## config.mk

```make
export PLATFORM = sky130hd
export DESIGN_NAME = board_scan_ctrl
export DESIGN_NICKNAME = d
export VERILOG_FILES = /design/src/rtl/board_scan_ctrl_pkg.sv /design/src/rtl/board_scan_ctrl_scan_timer.sv /design/src/rtl/board_scan_ctrl.sv
export SDC_FILE = /design/constraint.sdc
export NUM_CORES = 1
export LEC_CHECK = 0
export CAP_MARGIN = 10
export CELL_PAD_IN_SITES_DETAIL_PLACEMENT = 1
export CELL_PAD_IN_SITES_GLOBAL_PLACEMENT = 1
export CORE_UTILIZATION = 39
export DETAILED_ROUTE_END_ITERATION = 6
export HOLD_SLACK_MARGIN = 0.06
export PLACE_DENSITY = 0.78
export SYNTH_ARGS = -nofsm -noshare
export SYNTH_HDL_FRONTEND = slang
export SYNTH_HIERARCHICAL = 1
export SYNTH_SLANG_ARGS = --single-unit
```

## constraint.sdc

```tcl
create_clock -name clk -period 2.9 [get_ports clk]
set_clock_uncertainty 0.2 [all_clocks]
set_input_delay 0.29 -clock clk [delete_from_list [all_inputs] [get_ports clk]]
set_output_delay 0.29 -clock clk [all_outputs]
set_load 0.02 [all_outputs]
```

## src/rtl/board_scan_ctrl_pkg.sv

```systemverilog
// Shared definitions for the LED board scan path: FSM state encodings and a
// constant-evaluable ceil(log2) used to size counters and row indices.
package board_scan_ctrl_pkg;

  typedef enum logic [2:0] {
    S_IDLE    = 3'd0,
    S_FETCH   = 3'd1,
    S_CAPTURE = 3'd2,
    S_SHOW    = 3'd3,
    S_BLANK   = 3'd4
  } scan_state_e;

  // ceil(log2(v)); returns 0 for v <= 1
  function automatic int clog2_f(input int v);
    int r;
    r = 0;
    while ((32'sd1 <<< r) < v) begin
      r = r + 32'sd1;
    end
    return r;
  endfunction

endpackage

```

## src/rtl/board_scan_ctrl_scan_timer.sv

```systemverilog
// Loadable down-counter shared by the dwell and blanking phases. It holds at
// zero; the zero flag marks the last cycle of the current phase.
module scan_timer #(
  parameter int CW = 3
) (
  input  logic          clk,
  input  logic          rst_n,
  input  logic          load,
  input  logic [CW-1:0] load_val,
  input  logic          dec,
  output logic [CW-1:0] value,
  output logic          zero
);

  logic [CW-1:0] cnt_r;

  // Counter register: load has priority over decrement, never wraps below zero
  always_ff @(posedge clk or negedge rst_n) begin
    if (!rst_n) begin
      cnt_r <= '0;
    end else if (load) begin
      cnt_r <= load_val;
    end else if (dec && (cnt_r != '0)) begin
      cnt_r <= cnt_r - {{(CW-1){1'b0}}, 1'b1};
    end else begin
      cnt_r <= cnt_r;
    end
  end

  assign value = cnt_r;
  assign zero  = (cnt_r == '0);

endmodule

```

## src/rtl/board_scan_ctrl.sv

```systemverilog
// Row-scan controller for the Connect4 LED matrix. Each row is fetched from
// board memory (1-cycle latency), shown for DWELL cycles, then blanked for
// BLANK cycles. All outputs are registered from the next-state values so they
// line up with the state they describe.
module board_scan_ctrl
  import board_scan_ctrl_pkg::*;
#(
  parameter int ROWS           = 8,
  parameter int COLS           = 16,
  parameter int DWELL          = 4,
  parameter int BLANK          = 1,
  parameter int ROW_ACTIVE_LOW = 0,
  localparam int AW = (clog2_f(ROWS) < 1) ? 1 : clog2_f(ROWS),
  localparam int MX = (DWELL > BLANK) ? DWELL : BLANK,
  localparam int CW = clog2_f(MX + 1)
) (
  input  logic            clk,
  input  logic            rst_n,
  input  logic            scan_en,
  input  logic            continuous,
  input  logic [COLS-1:0] rd_data,
  output logic            rd_en,
  output logic [AW-1:0]   rd_addr,
  output logic [ROWS-1:0] row_sel,
  output logic [COLS-1:0] col_data,
  output logic [AW-1:0]   row_idx,
  output logic            busy,
  output logic            frame_done
);

  localparam logic [CW-1:0]   DWELL_LD  = CW'(DWELL - 1);
  localparam logic [CW-1:0]   BLANK_LD  = CW'((BLANK > 0) ? (BLANK - 1) : 0);
  localparam logic            HAS_BLANK = (BLANK > 0) ? 1'b1 : 1'b0;
  localparam logic [AW-1:0]   LAST_ROW  = AW'(ROWS - 1);
  localparam logic [ROWS-1:0] ROW_OFF   = (ROW_ACTIVE_LOW != 0) ? {ROWS{1'b1}} : {ROWS{1'b0}};
  localparam logic [ROWS-1:0] ROW_ONE   = {{(ROWS-1){1'b0}}, 1'b1};

  scan_state_e     state_r, next_s;
  logic [AW-1:0]   row_idx_r, row_next_s;
  logic [COLS-1:0] shadow_r;
  logic            fd_next_s, eor_s;
  logic            tmr_load_s, tmr_dec_s, tmr_zero_s;
  logic [CW-1:0]   tmr_val_s, tmr_value_s;
  logic            rd_en_d_s, busy_d_s;
  logic [ROWS-1:0] row_sel_d_s;
  logic [COLS-1:0] col_data_d_s;

  scan_timer #(.CW(CW)) u_timer (
    .clk      (clk),
    .rst_n    (rst_n),
    .load     (tmr_load_s),
    .load_val (tmr_val_s),
    .dec      (tmr_dec_s),
    .value    (tmr_value_s),
    .zero     (tmr_zero_s)
  );

  // State and row-index register
  always_ff @(posedge clk or negedge rst_n) begin
    if (!rst_n) begin
      state_r   <= S_IDLE;
      row_idx_r <= '0;
    end else begin
      state_r   <= next_s;
      row_idx_r <= row_next_s;
    end
  end

  // Next-state, row sequencing and timer control; abort overrides everything
  always_comb begin
    next_s     = state_r;
    row_next_s = row_idx_r;
    fd_next_s  = 1'b0;
    eor_s      = 1'b0;
    tmr_load_s = 1'b0;
    tmr_val_s  = '0;
    tmr_dec_s  = 1'b0;
    if ((state_r != S_IDLE) && !scan_en) begin
      next_s     = S_IDLE;
      row_next_s = '0;
    end else begin
      case (state_r)
        S_IDLE: begin
          if (scan_en) begin
            next_s     = S_FETCH;
            row_next_s = '0;
          end else begin
            next_s = S_IDLE;
          end
        end
        S_FETCH:   next_s = S_CAPTURE;
        S_CAPTURE: begin
          next_s     = S_SHOW;
          tmr_load_s = 1'b1;
          tmr_val_s  = DWELL_LD;
        end
        S_SHOW: begin
          if (tmr_zero_s && HAS_BLANK) begin
            next_s     = S_BLANK;
            tmr_load_s = 1'b1;
            tmr_val_s  = BLANK_LD;
          end else if (tmr_zero_s) begin
            eor_s = 1'b1;
          end else begin
            tmr_dec_s = (tmr_value_s != '0);
          end
        end
        S_BLANK: begin
          if (tmr_zero_s) begin
            eor_s = 1'b1;
          end else begin
            tmr_dec_s = (tmr_value_s != '0);
          end
        end
        default: begin
          next_s     = S_IDLE;
          row_next_s = '0;
        end
      endcase
      // End of row: advance, or close the frame and decide on a restart
      if (eor_s && (row_idx_r != LAST_ROW)) begin
        row_next_s = row_idx_r + {{(AW-1){1'b0}}, 1'b1};
        next_s     = S_FETCH;
      end else if (eor_s) begin
        row_next_s = '0;
        fd_next_s  = 1'b1;
        next_s     = continuous ? S_FETCH : S_IDLE;
      end else begin
        fd_next_s = 1'b0;
      end
    end
  end

  // Next output values derived from the state being entered
  always_comb begin
    rd_en_d_s    = (next_s == S_FETCH);
    busy_d_s     = (next_s != S_IDLE);
    row_sel_d_s  = ROW_OFF;
    col_data_d_s = '0;
    if (next_s == S_SHOW) begin
      row_sel_d_s  = ROW_OFF ^ (ROW_ONE << row_next_s);
      col_data_d_s = (state_r == S_CAPTURE) ? rd_data : shadow_r;
    end else begin
      row_sel_d_s  = ROW_OFF;
      col_data_d_s = '0;
    end
  end

  // Output registers and the row shadow (memory word captured once per row)
  always_ff @(posedge clk or negedge rst_n) begin
    if (!rst_n) begin
      shadow_r   <= '0;
      rd_en      <= 1'b0;
      rd_addr    <= '0;
      row_sel    <= ROW_OFF;
      col_data   <= '0;
      row_idx    <= '0;
      busy       <= 1'b0;
      frame_done <= 1'b0;
    end else begin
      shadow_r   <= (state_r == S_CAPTURE) ? rd_data : shadow_r;
      rd_en      <= rd_en_d_s;
      rd_addr    <= row_next_s;
      row_sel    <= row_sel_d_s;
      col_data   <= col_data_d_s;
      row_idx    <= row_next_s;
      busy       <= busy_d_s;
      frame_done <= fd_next_s;
    end
  end

endmodule

```

* After elaboration in Yosys (flattened, before gate mapping)
Cells that the tools add are included.
Storage, ports and cells: output and inout port bits 33, bits in read-only memories 0, logic and storage cells 61, memories kept 0, bits in latches 0, memory bits (writable) 0, bits in registers 52
Cells by class: multiply operators 0, bitwise logic cells 0, $add $sub $neg 2, shift operators 1, div/mod/pow operators 0, order comparisons 0, mux-type cells 30, eq/ne operators 7, reduce and logical (&&, ||, !) cells 12
Operators by type and width (number):
- 16-bit two-way mux | 2
- 3-bit two-way mux | 10
- 3-bit case mux with 5 select lines | 1
- 1-bit two-way mux | 12
- 3-bit by 2-bit equality test with 1-bit output, second input constant | 3
- 3-bit nonzero test | 3
- 8-bit two-way mux | 1
- 1-bit by 3-bit left shift with 8-bit output, first input constant | 1
- 3-bit by 1-bit equality test with 1-bit output, second input constant | 2
- 3-bit zero test | 2
- 3-bit case mux with 2 select lines | 1
- 2-bit two-way mux | 2
- 4-bit OR reduction | 1
- 3-bit by 1-bit adder with 3-bit output, second input constant | 1
- 3-bit equality test, second input constant | 1
- 1-bit logical AND | 3
- 3-bit inequality test, second input constant | 1
- 3-bit by 1-bit subtractor with 3-bit output, second input constant | 1
- 1-bit case mux with 2 select lines | 1
- 2-bit nonzero test | 1
- 2-bit OR reduction | 1
- 1-bit zero test | 1

* Logic depth before layout (Yosys ltp)
Gate-level depths: netlist (run 1).
depth in word-level cells 9, gate-level depth with buffers 9, depth with buffers taken out 8

* Hierarchy
The synthesis (run 1) kept the hierarchy.
Modules (own cells, without submodules):
- board_scan_ctrl | times used 1, area an instance 1993.2 um^2, cells an instance 151, sequential area each 1226.2 um^2
- scan_timer | times used 1, area an instance 207.7 um^2, cells an instance 19, sequential area each 75.1 um^2

* Worst setup path after synthesis (run 1)
OpenSTA, ideal clock, no wires.
path type register to register, start reg u_timer.cnt_r[0], in the netlist u_timer/value[0], end reg u_timer.cnt_r[0], in the netlist u_timer/value[0], setup slack 0.759 ns, setup time 0.126 ns, stages on the path, launching flop included 10, arrival 1.815 ns, clock period less this slack 2.141 ns, required time 2.574 ns, cell sequence dfrtp_1 -> inv_1 -> ha_1 -> ha_1 -> buf_2 -> inv_1 -> a21oi_1 -> buf_6 -> and2b_4 -> a221o_1
On the way: elaborated cells on any way between the ends 13
RTL lines:
- start: declaration | RTL line board_scan_ctrl_scan_timer.sv:15 | logic [CW-1:0] cnt_r;
- start signal: assignment | RTL line board_scan_ctrl_scan_timer.sv:22 | cnt_r <= load_val;
- start signal: assignment | RTL line board_scan_ctrl_scan_timer.sv:24 | cnt_r <= cnt_r - {{(CW-1){1'b0}}, 1'b1};
- start signal: assignment | RTL line board_scan_ctrl_scan_timer.sv:26 | cnt_r <= cnt_r;
- 3-bit zero test * | RTL line board_scan_ctrl_scan_timer.sv:31 | assign zero = (cnt_r == '0);
- named net tmr_zero_s | RTL line board_scan_ctrl.sv:42 | logic tmr_load_s, tmr_dec_s, tmr_zero_s;
- 1-bit two-way mux * | RTL line board_scan_ctrl.sv:98 | if (tmr_zero_s && HAS_BLANK) begin
- 1-bit case mux with 2 select lines * | RTL line board_scan_ctrl.sv:82 | case (state_r)
- 1-bit two-way mux * | RTL line board_scan_ctrl.sv:78 | if ((state_r != S_IDLE) && !scan_en) begin
- named net tmr_load_s | RTL line board_scan_ctrl.sv:42
- 3-bit two-way mux or 2-bit nonzero test (tied branches)
The timed path passes the listed nets; every way through them passes the cells marked *. The select of a mux whose other input is x is not followed. A chain may end at the register's enable or synchronous reset.

* Worst setup path in the final report (run 1)
start reg u_timer.cnt_r[0], in the netlist u_timer/value[0], end reg u_timer.cnt_r[0], in the netlist u_timer/value[0]
On the way: cells in the longest elaborated chain, start to end 6, elaborated cells on any way between the ends 13
RTL lines:
- 3-bit zero test | RTL line board_scan_ctrl_scan_timer.sv:31
- named net tmr_zero_s | RTL line board_scan_ctrl.sv:42
- 1-bit two-way mux | RTL line board_scan_ctrl.sv:109 | if (tmr_zero_s) begin
- 1-bit two-way mux
- 1-bit two-way mux | RTL line board_scan_ctrl.sv:78
- named net tmr_dec_s | RTL line board_scan_ctrl.sv:42
- 1-bit logical AND | RTL line board_scan_ctrl_scan_timer.sv:23 | end else if (dec && (cnt_r != '0)) begin
- 2-bit nonzero test (no source line)
The timed path passes the listed nets, and every way through them passes these cells. The select of a mux whose other input is x is not followed.

==> results of run 1 <==
-- cells in the mapped netlist, types with 2 or more instances --
library cell / instances
nor3_1: 8
nor2_1: 6
and2_1: 16
inv_1: 7
and3_1: 2
buf_6: 4
nand2b_1: 3
nor3b_2: 2
buf_4: 4
nand3b_1: 2
o21ai_0: 2
a221o_1: 3
dfrtp_1: 52
ha_1: 4
nand2_1: 3
mux2_2: 16
a21oi_1: 4
a22o_1: 2
nor4b_1: 3
nor2b_1: 3
-- flip-flops by register name, indices dropped and copies added, names as in the netlist --
| signal | flops |
|---|---|
| rd_en | 1 |
| state_r | 3 |
| row_sel | 8 |
| frame_done | 1 |
| shadow_r | 16 |
| col_data | 16 |
| u_timer/value | 3 |
| busy | 1 |
| row_idx | 3 |
-- power by group --
part           leakage (nW)  internal, mW  switching, mW  total (mW)
combinational         0.519         0.320          0.331       0.652
sequential            0.679         0.897         0.0779       0.975
clock                0.0642         0.339          0.215       0.554
total                  1.26          1.56          0.624        2.18
-- what timing repair did --
action / in CTS / in global routing
endpoints found under the hold margin: 52 / 0
gates resized for setup: 0 / 0
hold buffers: 1 / 0
-- logic make-up after synthesis --
family                     Yosys count
AOI/OAI and AO/OA                   21
adders and majority gates            4
buffers and inverters               18
DFF                                 52
muxes                               16
other                                1
and+or+nand+nor                     58
-- critical path, delay by kind of cell, from the launching register on --
family                   cells  cell delay, ns
flip-flops                   1            0.40
adder cells (fa/ha/maj)      2            0.53
AND/OR/NAND/NOR              1            0.43
AO/OA/AOI/OAI                3            0.64
buffers and inverters        2            0.25
-- area by class of cell --
cell class / count / area share [%]
Sequential cell: 52 / 44.8
Multi-Input combinational cell: 100 / 27.1
Timing Repair Buffer: 57 / 19.6
Tap cell: 70 / 3.02
Clock buffer: 5 / 2.37
Clock inverter: 2 / 2.07
Inverter: 8 / 1.03
-- cell usage in the layout, fill, tap and decap left out, types with 2 or more instances in the layout --
| cell type | n |
|---|---|
| buf_4 | 3 |
| bufinv_16 | 2 |
| o21ai_0 | 2 |
| nor2b_1 | 3 |
| nand2b_1 | 3 |
| clkdlybuf4s50_1 | 51 |
| nor2_1 | 6 |
| a21oi_1 | 4 |
| nor4b_1 | 3 |
| nor3_1 | 8 |
| ha_1 | 4 |
| a221o_1 | 3 |
| inv_1 | 7 |
| nand3b_1 | 2 |
| nor3b_2 | 2 |
| and3_1 | 2 |
| nand2_1 | 3 |
| clkbuf_8 | 5 |
| dfrtp_1 | 52 |
| and2_1 | 16 |
| a22o_1 | 2 |
| mux2_2 | 16 |
-- metal layers --
layer / wire, um / GRT usage (%) / vias up
li1: - / - / 695
met1: 2020 / 20.6 / 751
met2: 2480 / 29.8 / 46
met3: 182 / 3.69 / 8
met4: 94 / 7.55 / 0
met5: 0 / 0 / -
-- worst paths after layout --
path | slack [ns] | cells past startpoint | end
hold / removal | 0.24 | 2 | col_data[3]
max in group asynchronous | 1.75 | 3 | row_idx[0]
min in group clk | 0.29 | 1 | shadow_r[1]
setup reg to reg | 0.38 | 8 | u_timer/value[0]
hold reg to reg | 0.29 | 1 | shadow_r[1]
setup / recovery | 0.38 | 8 | u_timer/value[0]
-- per-stage QoR --
step / cell area (um2) / utilization [%] / worst slack, ns / hold WS, ns / power (mW)
6_report: 2900 / 55.1 / 0.382 / 0.244 / 2.18
2_1_floorplan: 2200 / - / 0.759 / -0.206 / 1.42
3_3_place_gp: 2740 / 52.0 / 0.628 / 0.274 / 1.58
5_1_grt: 2900 / 55.1 / 0.228 / 0.257 / 2.32
4_1_cts: 2880 / 54.7 / 0.427 / 0.300 / 2.21
3_5_place_dp: 2740 / 52.0 / 0.440 / 0.280 / 1.64
==> reports/results.ini, run 1 <==
[synthesis]
synth_compound_area_share_pct=7.85
syn_avg_cell_area_um2=12.9
synthMuxAreaShare_pct=8.19
synth-simple-area-share_pct=17.2
synth-main-ff-cell=dfrtp_1
ys_seq_area_share_pct=59.1
yosys.cell_types.count=44
synth_top_family_by_area=simple AND/OR/NAND/NOR gates
synth_top_area_share_pct=59.1
synth_area_leaders=dfrtp_1 59%, mux2_2 8.2%, and2_1 4.5%
synth_edf_count=0
synth_adder_area_share_pct=2.27
syn_inst=170
synth_xor_area_share_pct=0
ys_ff_latch=52
yosysTopAreaCell=dfrtp_1
ys_warn_count=6
synth_nets=194
synthArstFlopShare_pct=100
syn_area_mm2=0.00220

[worst_setup_path]
slowest_delay_ns=0.43
reg2reg_from=u_timer/value[0]
path_class=register to register
end_kind=register
critical_path.max_fanout=15
cp_cell_sequence=inv_1 > ha_1 > ha_1 > inv_1 > o311ai_0 > a21oi_1 > nor4b_1 > a221o_1
crit_arrival_ns=2.55
critPathLaunchType=register
cp.required_ns=2.93
slowest_stage=nor4b_1
critPathLaunch=u_timer/value[0]

[place]
dp_hpwl_um=3360
place.gp.congestion=0.749
numPortBuffers=52
dp.cells=285

[cells_and_area]
regArea_mm2=0.00130
final_cells=294
diodes=0
n_fill_cell=537
area_delta_synth_final_pct=31.8
drive_above_1_share_pct=18.3
nets=248
multi_input_area_um2=786

[pwr]
vdd_ir_drop_max_mv=0.386
p_leak_nw=1.26
p_per_area_mw_per_mm2=752

[clock_network]
htreeDepth=2
cts_tree=done
cts_sinks=52
clk_latency_ns=0.29
post_cts_buffers=0
clockRootBuffer=clkbuf_8
numCtsBuffers=5
clk_pin_slew_ns=0.09
clockBufferDepth=2

[sta]
tns_ns=0
period_share_pct=86.8
hold_violations=0
fin_crit_ns=2.52
finalSetupViolCount=0
drv_slew=0
max_slew_margin_pct=64.5
max_slew.worst_pin.slew_ns=0.532
rsz0062_at_grt=no
fmax_ghz=0.397

[grt]
grtUsageTotal_pct=17.3
grt_pass1_vias=1590
grt_max_degree=53
antenna_found_initial=0
overflow=0
grt_pass1_wl_um=7940

[floorplan]
die_h_um=77.1
die_area_mm2=0.00595
start_util_pct=41.8
die_w_um=77.1
ioPinCount=53
row_count=26
core_mm2=0.00527

[detailed_routing]
drt_pass1_iterations=4
via_count=1500
wire_per_inst_um=16.2
avgViaCountPerCell=5.10
wl_um=4770
drtIter0Drc=54
route.detailed.drc=0
ant_nets=0

[run]
drv_cap=0

[min_path]
holdCritPathClass=input port to async pin

[run_status]
status=complete, no violations

Note: power is estimated with default switching activity, not from simulation.
==> run 2, diff against run 1 <==
--- a/config.mk
+++ b/config.mk
@@ -10,6 +10,7 @@
 export CELL_PAD_IN_SITES_GLOBAL_PLACEMENT = 1
 export CORE_UTILIZATION = 39
 export DETAILED_ROUTE_END_ITERATION = 6
+export GPL_ROUTABILITY_DRIVEN = 1
 export HOLD_SLACK_MARGIN = 0.06
 export PLACE_DENSITY = 0.78
 export SYNTH_ARGS = -nofsm -noshare
==> results of run 2 <==
The final DEF is identical to that of run 1; final timing and power are the same.
